**src/rtl/uart_trig_ctrl.sv**
```systemverilog
// UART trigger control: holds receiver configuration, qualifies UARTtrig matches
// against a programmable occurrence count with optional holdoff, emits one trig pulse.
module uart_trig_ctrl #(
  parameter logic [15:0] BAUD_RST = 16'd5208,
  parameter logic [7:0]  MASK_RST = 8'hFF
) (
  input  logic        clk,
  input  logic        rst_n,
  input  logic        wrt,
  input  logic [2:0]  addr,
  input  logic [7:0]  wdata,
  input  logic        arm,
  input  logic        disarm,
  input  logic        UARTtrig,
  output logic [15:0] baud_cnt,
  output logic [7:0]  match,
  output logic [7:0]  mask,
  output logic        armed,
  output logic        triggered,
  output logic        trig,
  output logic [7:0]  match_cnt,
  output logic        wr_rej
);

  localparam int unsigned CNT_W  = 8;
  localparam int unsigned HOLD_W = 16;

  typedef enum logic [1:0] {
    DISARMED  = 2'd0,
    ARMED     = 2'd1,
    HOLDOFF   = 2'd2,
    TRIGGERED = 2'd3
  } state_t;

  state_t              state, state_nxt;
  logic [CNT_W-1:0]    target;
  logic [HOLD_W-1:0]   holdoff;
  logic [HOLD_W-1:0]   hold_cnt, hold_cnt_nxt;
  logic [CNT_W-1:0]    match_cnt_nxt;
  logic [CNT_W-1:0]    cnt_inc;
  logic [CNT_W-1:0]    eff_target;
  logic                trig_nxt;
  logic                cfg_open;

  // Configuration is only writable while no acquisition is in progress
  assign cfg_open   = (state == DISARMED) || (state == TRIGGERED);
  assign cnt_inc    = (match_cnt == 8'hFF) ? match_cnt : match_cnt + CNT_W'(1);
  assign eff_target = (target == '0) ? CNT_W'(1) : target;

  // Configuration registers
  always_ff @(posedge clk or negedge rst_n) begin
    if (!rst_n) begin
      match    <= 8'h00;
      mask     <= MASK_RST;
      baud_cnt <= BAUD_RST;
      target   <= 8'd1;
      holdoff  <= 16'd0;
    end else if (wrt && cfg_open) begin
      case (addr)
        3'd0:    match          <= wdata;
        3'd1:    mask           <= wdata;
        3'd2:    baud_cnt[7:0]  <= wdata;
        3'd3:    baud_cnt[15:8] <= wdata;
        3'd4:    target         <= wdata;
        3'd5:    holdoff[7:0]   <= wdata;
        3'd6:    holdoff[15:8]  <= wdata;
        default: ;
      endcase
    end
  end

  // State and status registers
  always_ff @(posedge clk or negedge rst_n) begin
    if (!rst_n) begin
      state     <= DISARMED;
      hold_cnt  <= '0;
      match_cnt <= '0;
      trig      <= 1'b0;
      armed     <= 1'b0;
      triggered <= 1'b0;
      wr_rej    <= 1'b0;
    end else begin
      state     <= state_nxt;
      hold_cnt  <= hold_cnt_nxt;
      match_cnt <= match_cnt_nxt;
      trig      <= trig_nxt;
      armed     <= (state_nxt == ARMED) || (state_nxt == HOLDOFF);
      triggered <= (state_nxt == TRIGGERED);
      wr_rej    <= wrt && !cfg_open && (addr != 3'd7);
    end
  end

  // Next-state logic; disarm overrides everything
  always_comb begin
    state_nxt     = state;
    hold_cnt_nxt  = hold_cnt;
    match_cnt_nxt = match_cnt;
    trig_nxt      = 1'b0;
    if (disarm) begin
      state_nxt = DISARMED;
    end else begin
      case (state)
        DISARMED, TRIGGERED: begin
          if (arm) begin
            state_nxt     = ARMED;
            match_cnt_nxt = '0;
          end
        end
        ARMED: begin
          if (UARTtrig) begin
            match_cnt_nxt = cnt_inc;
            if (cnt_inc >= eff_target) begin
              state_nxt = TRIGGERED;
              trig_nxt  = 1'b1;
            end else if (holdoff != '0) begin
              state_nxt    = HOLDOFF;
              hold_cnt_nxt = holdoff;
            end
          end
        end
        HOLDOFF: begin
          if (hold_cnt <= HOLD_W'(1)) begin
            state_nxt    = ARMED;
            hold_cnt_nxt = '0;
          end else begin
            hold_cnt_nxt = hold_cnt - HOLD_W'(1);
          end
        end
        default: state_nxt = DISARMED;
      endcase
    end
  end

endmodule

```
**config.mk**
```make
export PLATFORM = sky130hd
export DESIGN_NAME = uart_trig_ctrl
export DESIGN_NICKNAME = d
export VERILOG_FILES = /design/src/rtl/uart_trig_ctrl.sv
export SDC_FILE = /design/constraint.sdc
export NUM_CORES = 1
export LEC_CHECK = 0
export BUFFER_PORTS_ARGS = -buffer_cell sky130_fd_sc_hd__buf_2
export CAP_MARGIN = 20
export CORE_MARGIN = 4
export CORE_UTILIZATION = 60
export DETAILED_ROUTE_END_ITERATION = 10
export PLACE_DENSITY = 0.95
export SETUP_SLACK_MARGIN = 0.4
export SLEW_MARGIN = 0
export SYNTH_ARGS = -nofsm -noshare
export SYNTH_HDL_FRONTEND = slang
export SYNTH_SLANG_ARGS = --single-unit
```
**constraint.sdc**
```tcl
create_clock -name clk -period 5.7 [get_ports clk]
set_input_delay 1.14 -clock clk [delete_from_list [all_inputs] [get_ports clk]]
set_output_delay 1.14 -clock clk [all_outputs]
set_load 0.1 [all_outputs]
```
### Yosys cells after proc, flatten, opt, wreduce, memory -nomap -nowiden

Index checks and enable logic that the tools add are counted.

* shift-type cells: 0
* equality and inequality tests: 18
* reductions and logical operators: 22
* multipliers: 0
* div/mod/pow operators: 0
* add/subtract/negate cells: 2
* mux-type cells: 21
* order comparisons: 2
* bitwise operators: 1

Operators by type and width (count)
* 2-to-1 mux 16 bit: 4
* 2-to-1 mux 8 bit: 4
* case mux 16 bit (2 select lines): 1
* <= comparator 16 x 1 -> 1 bit, second input constant: 1
* case mux 8 bit (2 select lines): 1
* nonzero test 16 bit: 1
* subtractor 16 x 1 -> 16 bit, second input constant: 1
* AND reduction 2 bit: 7
* 2-to-1 mux 2 bit: 6
* == test 3 bit, second input constant: 3
* adder 8 x 1 -> 8 bit, second input constant: 1
* == test 2 bit, second input constant: 4
* == test 8 bit, second input constant: 1
* greater-or-equal comparator 8 bit: 1
* zero test 8 bit: 1
* != test 2 bit, second input constant: 4
* == test 3 x 2 -> 1 bit, second input constant: 2
* case mux 2 bit (3 select lines): 1
* AND reduction 5 bit: 1
* == test 2 x 1 -> 1 bit, second input constant: 2
* 2-to-1 mux 1 bit: 4
* AND reduction 4 bit: 1
* nonzero test 2 bit: 2
* == test 3 x 1 -> 1 bit, second input constant: 1
* other kinds (8): 11

* memory bits (read-only): 0
* bits in latches: 0
* memories: 0
* memory bits (writable): 0
* word-level logic and storage cells: 80
* bits in registers: 86
* output and inout bits: 44
* bits of input ports: 17

### Longest topological paths before layout

* word-level depth: 9
* depth in mapped cells: 15
* gate-level depth less buffers: 12

### Least setup slack after synthesis

No wires, ideal clock.

* path kind: reg-to-reg
* from: register match_cnt[3]
* to: register hold_cnt[3]
* path buffers: 2
* setup time: 124 ps
* clock period less this slack: 3756 ps
* data required time: 5576 ps
* cell stages (with the launch flop): 14
* slack: 1944 ps
* arrival: 3632 ps
* cells stage by stage: dfrtp_1 -> clkbuf_1 -> and4_1 -> nand2_1 -> nor2_1 -> mux2_2 -> ha_1 -> and3_1 -> o21ai_0 -> a31o_2 -> and3_4 -> buf_6 -> a32o_1 -> a211o_1

* longest elaborated chain between the ends: 5
* elaborated cells between the ends (all ways): 6
* those cells by class: add/sub: 1; order compare: 1; eq/ne: 2; mux: 1; reduce/logical: 1

RTL lines
* from (decl): RTL line 21 `output logic [7:0] match_cnt,`
* from (signal assigned): RTL line 85 `match_cnt <= match_cnt_nxt;`
* adder 8 x 1 -> 8 bit / == test 8 bit (equally long branches): RTL line 47 `assign cnt_inc = (match_cnt == 8'hFF) ? match_cnt : match_cnt + CNT_W'(1);`
* 2-to-1 mux 8 bit *: RTL line 47
* greater-or-equal comparator 8 bit *: RTL line 112 `if (cnt_inc >= eff_target) begin`
* != test 2 bit (no line) *
* AND reduction 5 bit (no line) *
* to (signal assigned): RTL line 84 `hold_cnt <= hold_cnt_nxt;`
* to (decl): RTL line 38 `logic [HOLD_W-1:0] hold_cnt, hold_cnt_nxt;`

Mark *: on every way between the ends. The rest lies on a longest branch, timed or not.
A chain may end at the register's enable or synchronous reset.

### Final worst setup path

* from: register match_cnt[3]
* to: register hold_cnt[1]

Same word-level chain as after synthesis.

==> out/results.txt <==
Register clock-pin slew on the reported worst setup and hold paths: 0.09 ns. The logs give 3788 for the number of global-route vias before repair and 2.35 ns for the pre-CTS setup slack. The portion of the post-synthesis area used by sequential elements was 48.3%. The die covers 8940 um^2. The layout-stage area growth over the synthesis result was 12.0%.

The most common flop cell mapped by yosys is dfrtp_1. The worst setup path is launched from a register. After clock tree synthesis, the setup repair step added 0 buffers. Once layout is complete, the cells apart from fillers number 570. In this run the power density over the cells is 646 nW/um^2. The number of sinks driven by the clock tree is 86. After detailed placement, the design holds a cell count of 553. The flow ran to the end, and the final reports show no timing, DRC or antenna violations. Setup repair after global routing left no endpoint under its margin.

In this run the static leakage power is 2.23 nW. Gates resized during post-CTS repair numbered 0. Measured against its own limit, the worst slew margin works out to 43.0%.

Measured along the x axis, the die boundary spans 94.5 um. The count of nets left with antenna violations once routing finished came out at 0. For the DRC violation count after routing, the log shows 0.

Across the run, the number of max-cap violations was 0. The final hold violation count was 0. For the number of nets in the synthesized netlist, the log shows 443. The number of optimization iterations in the first detailed-route pass is 5. The per-cell routed wire length is 20.9 um.

The final layout contains 498 nets. The synthesis warning total was 0; the number of diodes was 0. In the global route stage, overall resource usage came out at 28.5%.

The floorplan step set the die height to 94.5 um. The detailed router's first-iteration violation count is 416, and the fraction of synthesis flops using an asynchronous set or reset pin is 100%. At the pin with the least slew margin, the transition time is 0.852 ns.

Deepest clock path buffer count: 2. The run gives 19.5 mm as the global-route wire length before repair. STA classifies the critical path endpoint as a register. The worst IR drop on VDD is 0.735 mV.

The number of synthesized register bits works out to 86. Using the TritonRoute via totals, the vias-per-cell ratio works out to 6.63. The netlist area before placement came out at 4490 um^2.

The maximum level of the CTS H-tree is 3, and the row count is 31. For this run, the top clock speed supported by timing is 292 MHz. The number of antenna violations at the first check in global routing was 0. The placed instance area was 4830 um^2. The final route contains 3781 vias. The source-to-sink clock delay at the later pin of the worst-skew pair was 0.37 ns. Setup violations remaining at the end of the flow were counted as 0. The number of buffers added on ports came out at 60. Wires add up to 11.9 mm. The tools report the data required time of the worst path as 5.96 ns.

The number of hold buffers added after CTS was 0. The initial utilization of the core area, before any placement, comes to 61.9%. At the end of routability-driven placement, the weighted congestion stood at 0.970. The worst hold-check path type was register to register.

Max-slew violation count: 0. The finished cells cover 5030 um^2. The run gives 9 as the CTS buffer count. The wire-length estimate of the detail-placed layout is 7.77 mm.

The synthesized design contains 0 enable-type register cells. Averaged over all synthesized cells, the footprint is 10.9 um^2. TritonCTS built the clock tree. For the maximum number of pins on one net before global-route repair, the log shows 87.

Cell at the root of the clock tree: clkbuf_8. The final worst setup slack was 2.28 ns; the share of post-route cells with drive strength above 1 was 34.0%. The minimum clock period after layout is 3.42 ns, and the highest fanout seen on the critical path is 16.

Global routing finished with a remaining overflow of 0. The tools report the I/O pin count as 61. Final critical-path share of the clock period: 60.0%. Number of cells produced by synthesis: 411.

The critical path is of the register to register type. The region available for standard cell placement spans 7250 um^2. Clock skew on the completed layout was measured at 0.0120 ns. Data arrives at the worst endpoint at 3.68 ns.

The synthesized netlist contains 64 unique library cells. Setup total negative slack on the finished layout was measured at 0 ns.
==> cell families (layout without fill, tap and decap cells) <==
group	Yosys count	after routing	synth area share, %
xor gates and xnor gates	4	4	0.780
AOI/OAI and AO/OA	94	94	14.8
DFF	86	86	48.3
and+or+nand+nor	124	124	15.7
muxes	50	50	12.5
buffers and inverters	38	98	3.70
adders and majority gates	15	15	4.18
==> path summary, 6_finish.rpt <==
| check | startpoint | end | slack [ns] | cells after the start |
|---|---|---|---|---|
| worst max-delay path | match_cnt[3]$_DFFE_PN0P_ | hold_cnt[1]$_DFFE_PN0P_ | 2.28 | 11 |
| worst min-delay path | match[0]$_DFFE_PN0P_ | match[0]$_DFFE_PN0P_ | 0.51 | 1 |
| worst max register to register | match_cnt[3]$_DFFE_PN0P_ | hold_cnt[1]$_DFFE_PN0P_ | 2.28 | 11 |
| worst min register to register | match[0]$_DFFE_PN0P_ | match[0]$_DFFE_PN0P_ | 0.51 | 1 |
| max in group asynchronous | rst_n | baud_cnt[4]$_DFFE_PN1P_ | 4.43 | 2 |
| min in group asynchronous | rst_n | hold_cnt[2]$_DFFE_PN0P_ | 0.63 | 1 |
==> sequential cells by signal, indices dropped and copies added (netlist names), 2 cells and up <==
| name | count |
|---|---|
| baud_cnt | 16 |
| hold_cnt | 16 |
| holdoff | 16 |
| mask | 8 |
| match | 8 |
| match_cnt | 8 |
| target | 8 |
| state | 2 |
==> critical path, cell delays in order, from the launching register on <==
cell and delay, ns:
dfrtp_1 0.50, and4_1 0.27, nand2_1 0.11, nor2_1 0.28
mux2_2 0.38, ha_1 0.30, nor2b_1 0.18, o211ai_1 0.10
a31o_2 0.28, and3_4 0.20, nor2_4 0.34, mux2_2 0.38
==> placed cells by master (no fill, tap or decap), types with 3 or more instances in the layout <==
cell type,instances
nor3_1,6
a21oi_1,13
a311oi_1,3
mux2_2,49
a22oi_1,3
nand3_1,10
nor3_2,3
clkinv_2,3
nor2b_1,9
o2bb2ai_1,3
nand4_1,5
nand2b_1,4
o21ai_1,7
nand2_1,32
inv_1,20
a21o_1,3
dfstp_2,14
nor4_1,10
o31ai_1,10
a221o_1,3
buf_2,59
a31oi_1,5
clkbuf_8,9
dfrtp_1,72
nor2_1,22
o21ai_0,17
ha_1,15
or3_1,3
o22ai_1,4
==> stage by stage <==
stage | hold slack (ns) | total power [mW] | utilization (%)
final | 0.511 | 3.25 | 69.4
after global placement | 0.485 | 2.73 | 66.6
after global routing | 0.542 | 3.38 | 69.4
after detailed placement | 0.488 | 2.80 | 66.6
after floorplan | 0.496 | 2.48 | -
after CTS | 0.509 | 3.23 | 69.0
==> power by group <==
part           total (mW)  switching, mW  internal [mW]
Clock               0.393          0.234          0.159
Combinational        1.73           1.31          0.422
Sequential           1.12          0.234          0.887
Total                3.25           1.78           1.47
==> area by class of cell <==
type | count | area (um^2)
clock inverters | 7 | 48.8
clock buffers | 9 | 124
flip-flops and latches | 86 | 2170
inverters | 21 | 78.8
fillers | 494 | 2220
well taps | 99 | 124
repair buffers | 61 | 330
multi-input cells | 287 | 2160
==> cells in the mapped netlist, types with 3 or more instances <==
library cell,count,area (um^2)
nor2_1,22,82.6
buf_6,3,33.8
dfrtp_1,72,1800
o21ai_1,7,35.0
a21oi_1,13,65.1
o22ai_1,4,25.0
nand2b_1,4,25.0
nor3_2,3,30.0
nor4_1,10,62.6
clkbuf_1,13,48.8
o31ai_1,10,75.1
a31oi_1,5,31.3
o2bb2ai_1,3,26.3
inv_1,20,75.1
nand3_1,10,50.1
nor2b_1,9,56.3
or3_1,3,18.8
nand2_1,32,120
o21ai_0,17,85.1
a311oi_1,3,26.3
a221o_1,3,30.0
a21o_1,3,22.5
a22oi_1,3,22.5
nor3_1,6,30.0
dfstp_2,14,368
mux2_2,49,552
nand4_1,5,31.3
ha_1,15,188
==> routing by layer <==
| layer | vias to the layer above | wire length [um] | GRT usage (%) |
|---|---|---|---|
| li1 | 1625 | - | - |
| met1 | 1844 | 4670 | 37.1 |
| met2 | 264 | 5860 | 47.2 |
| met3 | 48 | 1020 | 5.10 |
| met4 | 0 | 371 | 12.0 |
| met5 | - | 0 | 0 |
(Power assumes the default switching activity.)
